**src/rtl/println_pkg.sv**
```systemverilog
// Shared definitions for the println decimal-line formatter.
//   - ASCII constants for the digit base and the line terminator.
//   - FSM state and CR/LF phase encodings.
//   - first_digit(): index (0 = ten-thousands .. 4 = units) of the first
//     nonzero BCD digit, falling back to the units digit for zero.
package println_pkg;

  localparam logic [7:0] ZERO = 8'h30;
  localparam logic [7:0] CR   = 8'h0D;
  localparam logic [7:0] LF   = 8'h0A;

  typedef enum logic [1:0] {
    IDLE = 2'd0,
    CONV = 2'd1,
    EMIT = 2'd2
  } state_e;

  typedef enum logic [1:0] {
    PH_DIGIT = 2'd0,
    PH_CR    = 2'd1,
    PH_LF    = 2'd2
  } phase_e;

  function automatic logic [2:0] first_digit(input logic [19:0] bcd);
    logic [2:0] idx;
    logic       found;
    idx   = 3'd4;
    found = 1'b0;
    for (int unsigned i = 0; i < 4; i++) begin
      if (!found && (bcd[19 - 4*i -: 4] != 4'd0)) begin
        idx   = 3'(i);
        found = 1'b1;
      end
    end
    return idx;
  endfunction

endpackage

```
**src/rtl/println_bin2bcd16.sv**
```systemverilog
// Combinational 16-bit binary to 5-digit BCD converter (double dabble).
//   bin : input  [15:0] unsigned value, 0..65535
//   bcd : output [19:0] five BCD digits, [19:16] = ten-thousands .. [3:0] = units
module bin2bcd16 (
  input  logic [15:0] bin,
  output logic [19:0] bcd
);

  logic [35:0] sh;

  // BCD field lives in sh[35:16]; before each shift, any digit >= 5 gets +3
  // so the shift carries correctly into the next decimal digit.
  always_comb begin
    sh = {20'd0, bin};
    for (int unsigned i = 0; i < 16; i++) begin
      for (int unsigned j = 0; j < 5; j++) begin
        if (sh[16 + 4*j +: 4] >= 4'd5) begin
          sh[16 + 4*j +: 4] = sh[16 + 4*j +: 4] + 4'd3;
        end
      end
      sh = sh << 1;
    end
    bcd = sh[35:16];
  end

endmodule

```
**src/rtl/println.sv**
```systemverilog
// Prints a 16-bit unsigned value as decimal ASCII followed by CR LF, one
// character per clock, leading zeros suppressed ("0" for zero).
//   clk     : system clock, rising edge
//   rst     : synchronous active-high reset
//   byte_in : value to print, sampled when wen is accepted in IDLE
//   wen     : one-cycle print request; ignored while busy
//   dout    : current ASCII character, held while idle
//   ready   : one-cycle strobe marking a new character on dout
module println
  import println_pkg::*;
(
  input  logic        clk,
  input  logic        rst,
  input  logic [15:0] byte_in,
  input  logic        wen,
  output logic [7:0]  dout,
  output logic        ready
);

  state_e      state_q, state_d;
  phase_e      phase_q, phase_d;
  logic [15:0] value_q, value_d;
  logic [19:0] bcd_q,   bcd_d;
  logic [2:0]  idx_q,   idx_d;
  logic [7:0]  dout_q,  dout_d;
  logic        ready_q, ready_d;

  logic [19:0] bcd_w;
  logic [3:0]  digit;

  bin2bcd16 u_bin2bcd16 (
    .bin (value_q),
    .bcd (bcd_w)
  );

  always_comb begin
    digit = 4'd0;
    case (idx_q)
      3'd0:    digit = bcd_q[19:16];
      3'd1:    digit = bcd_q[15:12];
      3'd2:    digit = bcd_q[11:8];
      3'd3:    digit = bcd_q[7:4];
      default: digit = bcd_q[3:0];
    endcase
  end

  always_comb begin
    state_d = state_q;
    phase_d = phase_q;
    value_d = value_q;
    bcd_d   = bcd_q;
    idx_d   = idx_q;
    dout_d  = dout_q;
    ready_d = 1'b0;
    case (state_q)
      IDLE: begin
        if (wen) begin
          value_d = byte_in;
          state_d = CONV;
        end
      end
      CONV: begin
        bcd_d   = bcd_w;
        idx_d   = first_digit(bcd_w);
        phase_d = PH_DIGIT;
        state_d = EMIT;
      end
      EMIT: begin
        ready_d = 1'b1;
        case (phase_q)
          PH_DIGIT: begin
            dout_d = ZERO + {4'd0, digit};
            if (idx_q == 3'd4) begin
              phase_d = PH_CR;
            end else begin
              idx_d = idx_q + 3'd1;
            end
          end
          PH_CR: begin
            dout_d  = CR;
            phase_d = PH_LF;
          end
          default: begin
            dout_d  = LF;
            phase_d = PH_DIGIT;
            state_d = IDLE;
          end
        endcase
      end
      default: state_d = IDLE;
    endcase
  end

  always_ff @(posedge clk) begin
    if (rst) begin
      state_q <= IDLE;
      phase_q <= PH_DIGIT;
      value_q <= '0;
      bcd_q   <= '0;
      idx_q   <= '0;
      dout_q  <= '0;
      ready_q <= 1'b0;
    end else begin
      state_q <= state_d;
      phase_q <= phase_d;
      value_q <= value_d;
      bcd_q   <= bcd_d;
      idx_q   <= idx_d;
      dout_q  <= dout_d;
      ready_q <= ready_d;
    end
  end

  assign dout  = dout_q;
  assign ready = ready_q;

endmodule

```
**config.mk**
```make
export PLATFORM = sky130hd
export DESIGN_NAME = println
export DESIGN_NICKNAME = d
export VERILOG_FILES = /design/src/rtl/println_pkg.sv /design/src/rtl/println_bin2bcd16.sv /design/src/rtl/println.sv
export SDC_FILE = /design/constraint.sdc
export NUM_CORES = 1
export LEC_CHECK = 0
export BUFFER_PORTS_ARGS = -buffer_cell sky130_fd_sc_hd__buf_2
export CORE_MARGIN = 2
export CORE_UTILIZATION = 35
export CTS_CLUSTER_SIZE = 12
export DETAILED_ROUTE_END_ITERATION = 8
export PLACE_DENSITY = 0.58
export SKIP_LAST_GASP = 1
export SLEW_MARGIN = 25
export SYNTH_ARGS = -nofsm -noshare
export SYNTH_HDL_FRONTEND = slang
export SYNTH_SLANG_ARGS = --single-unit
```
**constraint.sdc**
```tcl
create_clock -name clk -period 14.1 [get_ports clk]
set_input_delay 2.82 -clock clk [delete_from_list [all_inputs] [get_ports clk]]
set_output_delay 2.82 -clock clk [all_outputs]
set_load 0.005 [all_outputs]
```
Yosys cells after proc, flatten, opt, wreduce, memory -nomap -nowiden

Index checks and enable logic that the tools add are counted.
Widths: inputs -> output; s select.

Bits in registers: 52
Input port bits: 19
Output and inout bits: 9

Add/sub/neg operators: 67
$lt $le $gt $ge: 65
Equality and inequality tests: 12
Muxes and demuxes: 87
Reduce and logical (&&, ||, !) cells: 19

Operators by type and width:

| kind                 | count |
|---|---|
| $ge 4x3->1 const B   | 60 |
| $mux 4               | 52 |
| $add 4x2->4 const B  | 50 |
| $mux 3               | 19 |
| $add 3x2->3 const B  | 10 |
| $pmux 4 s4           | 1 |
| $reduce_bool 4->1    | 4 |
| $pmux 7 s2           | 1 |
| $add 1x2->3 const B  | 3 |
| $ge 1x3->1 const B   | 3 |
| $ne 2x2->1 const B   | 4 |
| $pmux 2 s2           | 2 |
| $add 6x4->7 const A  | 1 |
| $mux 1               | 7 |
| $add 1x2->3 const AB | 2 |
| $eq 3x2->1 const B   | 2 |
| $ge 1x3->1 const AB  | 2 |
| $mux 2               | 3 |
| $pmux 2 s3           | 1 |
| $pmux 3 s2           | 1 |
| $reduce_and 2->1     | 3 |
| $eq 2x1->1 const B   | 2 |
| $logic_not 2->1      | 2 |
| $add 3x1->3 const B  | 1 |
| 10 further kinds     | 14 |

Longest topological paths before layout

Depth in word-level cells: 45
Mapped depth: 66

Modules after synthesis

Synthesis repeated with hierarchy kept, for this count alone.

Cell total of the unflattened synthesis: 1078
Area total of the unflattened synthesis: 7812.5 sq um

By module, submodules not included:

| module    | instances | cells an instance | area an instance (sq um) | seq. area each (sq um) |
|---|---|---|---|---|
| bin2bcd16 | 1         | 842               | 5693.0                   | 0.0 |
| println   | 1         | 236               | 2119.5                   | 980.9 |

Worst setup path before layout

No wires, ideal clock.

Path type: register to register
Start: register value_q[14]
End: register idx_q[1]
Setup time: 86 ps
Data arrival time: 12014 ps
Slack: 2000 ps
Cell stages (with the launch flop): 67
Period minus slack after synthesis: 12100 ps
Path through: dfxtp_1 > inv_1 > ha_1 > inv_1 > ha_1 > a21oi_2 > xnor2_1 > ha_1 > and2b_1 > o21ai_1 > a21o_1 > buf_4 > xnor2_1 > ha_1 > nor2b_1 > buf_2 > o21ai_1 > a21oi_1 > [31 not listed] > ha_1 > o21ai_0 > a2bb2oi_1 > a21oi_1 > and2_1 > nor2_1 > xnor2_1 > inv_1 > ha_1 > inv_1 > ha_1 > a21oi_1 > xnor2_1 > nand2_1 > or3_1 > a311oi_1 > o211ai_1 > a221oi_2

Cells in the longest elaborated chain, start to end: 43
Elaborated cells on any way between the ends: 200
Those cells by class: add/sub: 60; order compare: 60; mux: 70; reduce/logical: 10

Ends and longest elaborated chain:

| what                                      | RTL line                                         | source |
|---|---|---|
| start: declaration                        | println.sv:22                                    | `logic [15:0] value_q, value_d;` |
| start signal: assignment                  | println.sv:106                                   | `value_q <= value_d;` |
| $add 4x2->4 or $ge 4x3->1 (tied branches) | println_bin2bcd16.sv:18, println_bin2bcd16.sv:17 |  |
| $mux 4 *                                  | println_bin2bcd16.sv:17                          | `if (sh[16 + 4*j +: 4] >= 4'd5) begin` |
| $add 4x2->4 or $ge 4x3->1 (tied branches) | println_bin2bcd16.sv:18, println_bin2bcd16.sv:17 |  |
| $mux 4                                    | println_bin2bcd16.sv:17                          |  |
| $add 4x2->4 or $ge 4x3->1 (tied branches) | println_bin2bcd16.sv:18, println_bin2bcd16.sv:17 |  |
| $mux 4                                    | println_bin2bcd16.sv:17                          |  |
| $add 4x2->4 or $ge 4x3->1 (tied branches) | println_bin2bcd16.sv:18, println_bin2bcd16.sv:17 |  |
| $mux 4                                    | println_bin2bcd16.sv:17                          |  |
| [27 not listed]                           | n/a                                              |  |
| $logic_not 1->1                           | println_pkg.sv:30                                | `if (!found && (bcd[19 - 4*i -: 4] != 4'd0)) begin` |
| $logic_and 1x1->1                         | println_pkg.sv:30                                |  |
| $mux 1                                    | println_pkg.sv:30                                |  |
| $mux 1                                    | println.sv:55                                    | `case (state_q)` |
| $logic_not 1->1                           | println_pkg.sv:30                                |  |
| $logic_and 1x1->1                         | println_pkg.sv:30                                |  |
| $mux 3 *                                  | println_pkg.sv:30                                |  |
| $pmux 3 s2 *                              | println.sv:55                                    |  |
| end signal: assignment                    | println.sv:108                                   | `idx_q <= idx_d;` |
| end: declaration                          | println.sv:24                                    | `logic [2:0] idx_q, idx_d;` |

Mark *: on every way between the ends. The rest lies on a longest branch, timed or not. The select of a mux whose other input is x is not followed.
A chain may end at the register's enable or synchronous reset.

Final worst setup path

Ends and elaborated chain as after synthesis.

==> impl_metrics.ini <==
[place]
hpwl_um = 15300
gp_congestion = 0.868
dp.cells = 1332
portBuffers = 25

[clock_tree]
ctsHtreeMaxLevel = 2
clk_pin_slew_ns = 0.08
cts_made_buffers = 5
cts_root_buffer = clkbuf_16
clk_latency_ns = 0.30
cts.hold.buffers_added = 0
cts_buffer_depth = 2
cts_tree = built
numClockSinks = 49

[cells_and_area]
layout-drive-gt1-share_pct = 13.7
final_common_cell = nand2_1
fillers = 2296
insertedDiodeCount = 0
finish.net_count = 1124
area_growth_pct = 6.68
mostFrequentLayoutCells = 109 x nand2_1, 105 x nor2_1, 74 x a21oi_1
fin_cells = 1340

[synthesis]
ys_types = 118
synthCells = 1067
syn-cell-area_um2 = 7770
yosysSeqAreaShare_pct = 12.6
synth_edf_count = 0
avgSynthCellArea_um2 = 7.28
synth-seq-cells = 49
async_flop_share_pct = 0
ys.flop_type = dfxtp_1
ys_warn_count = 0

[timing]
final.setup.tns_ns = 0
finalSetupViolations = 0
fin_crit_sh_pct = 91.6
tightest_slew_ns = 1.00
slew_headroom_pct = 33.3
slew_viol_final = 0
finalCriticalPeriod_ns = 12.92
finalClockSkew_ns = 0.00899
hold_viol = 0
fmax_mhz = 77.4

[route]
routedWlPerCell_um = 15.1
vias_per_cell = 5.96
drc = 0
ant_nets = 0
drt_iter0_markers = 574
drt_pre_antenna_iters = 7
wl_um = 20200
vias = 7985

[run]
cap_violations = 0

[setup_path]
critPathMaxFanout = 12
max_stage_delay_ns = 0.54
cp_slowest_cell = xnor3_1
cp.arrival_ns = 13.14
rr_startpoint = value_q[14]$_SDFFE_PP0P_
critPathRequiredTime_ns = 14.32
critPathCaptureType = flip-flop
crit_type = flip-flop to flip-flop
start_kind = flip-flop
crit_start = value_q[14]$_SDFFE_PP0P_
path_common_cell = ha_1

[die]
num_rows = 54
fp.dieH_um = 153
die-area_um2 = 23400
io-pin-count = 28
coreArea_um2 = 21800
die_w_um = 153
initial_core_util_pct = 35.6

[grt]
overflow = 0
grt_pass1_wl_um = 34200
grt_pass1_vias = 7158
grt_max_degree = 49
antenna_found_initial = 0
grt.total_usage_pct = 16.7

[outcome]
status = finished, final reports clean

[min_path]
hold_class = flip-flop to flip-flop
min_from = value_q[0]$_SDFFE_PP0P_
==> synthesized netlist by cell type, drive strengths merged (5+ instances only) <==
library cell,n,share of area [%]
o22ai,15,1.4
a21boi,8,0.77
nand2,110,5.3
o311ai,7,0.79
a211o,6,0.68
o31ai,10,1.0
or2,15,1.2
mux2i,34,4.9
a22oi,17,1.9
clkbuf,29,1.4
a32oi,5,0.66
a211oi,39,4.3
dfxtp,49,13
o211ai,32,3.3
a32o,6,0.77
a31oi,10,1.1
o211a,6,0.77
nand4,10,0.81
inv,55,2.7
or4,5,0.58
a21o,16,1.6
o2111ai,7,0.79
nor3,34,2.7
clkinv,6,0.29
o21ai,66,4.3
mux2,15,2.3
a221oi,5,0.64
and2,16,1.3
o21a,11,1.2
or3,9,0.85
nor2,111,5.6
a221o,5,0.64
xnor2,21,2.8
buf,15,1.1
a21oi,79,5.2
nor4,9,1.1
o22a,5,0.58
nand2b,8,0.64
and3,13,1.0
o2bb2ai,6,0.68
nand3,25,1.6
nor2b,8,0.64
ha,46,7.4
==> stage by stage <==
stage,setup slack (ns),hold slack (ns),util (%),instance area (um^2)
3_3_place_gp,0.976,0.453,37.0,8080
5_1_grt,-0.0311,0.485,38.0,8290
2_1_floorplan,2.00,0.436,-,7770
6_report,1.18,0.464,38.0,8290
4_1_cts,0.338,0.467,37.8,8240
3_5_place_dp,0.371,0.456,37.0,8080
==> state kept, by name, indices dropped and copies added (netlist names) <==
name / cells
idx_q: 3
phase_q: 2
bcd_q: 20
state_q: 2
dout: 5
value_q: 16
ready: 1
==> worst paths after layout <==
path / slack, ns / endpoint / cells past startpoint
setup / recovery: 1.18 / idx_q[1]$_SDFFE_PP0P_ / 62
hold / removal: 0.46 / value_q[0]$_SDFFE_PP0P_ / 2
setup reg to reg: 1.18 / idx_q[1]$_SDFFE_PP0P_ / 62
hold reg to reg: 0.46 / value_q[0]$_SDFFE_PP0P_ / 2
==> layer usage <==
layer / track usage, % / part of all wire, %
met5: 0 / 0
met4: 4.59 / 1.8
met3: 1.22 / 3.2
met2: 26.4 / 45
met1: 24.5 / 50
==> cell families (layout without fill, tap and decap cells) <==
logic type	after synthesis	in the layout	synth area share, %
fa+ha+maj	47	47	7.54
simple gates	384	384	24.6
other cells	1	2	0.0483
flops	49	49	12.6
mux	49	49	7.17
buf+inv	105	97	5.46
compound gates	406	406	39.0
xor+xnor	26	26	3.54
==> worst max-delay path: cells and delay by family, from the launching register on <==
family          cells  cell delay, ns
xor+xnor            9            2.11
compound gates     22            4.93
flops               1            0.44
buf+inv             8            0.70
fa+ha+maj          12            2.70
simple gates       11            1.97
==> final cells by class <==
cell class	instances	area [um^2]	share of cell area (%)
Clock buffer	6	129	1.55
Clock inverter	2	38.8	0.468
Inverter	61	229	2.76
Multi-Input combinational cell	914	6410	77.4
Sequential cell	49	981	11.8
Tap cell	280	350	4.23
Timing Repair Buffer	28	148	1.78
==> what timing repair did <==
item                                   4_1_cts  5_1_grt
setup endpoints to repair                    0        8
endpoints found under the hold margin        0        0
buffers inserted                             0        0
gates resized for setup                      0       11
Power is not shown: default switching activity piles up to over one toggle a cycle in this logic, so the estimate is an artifact.
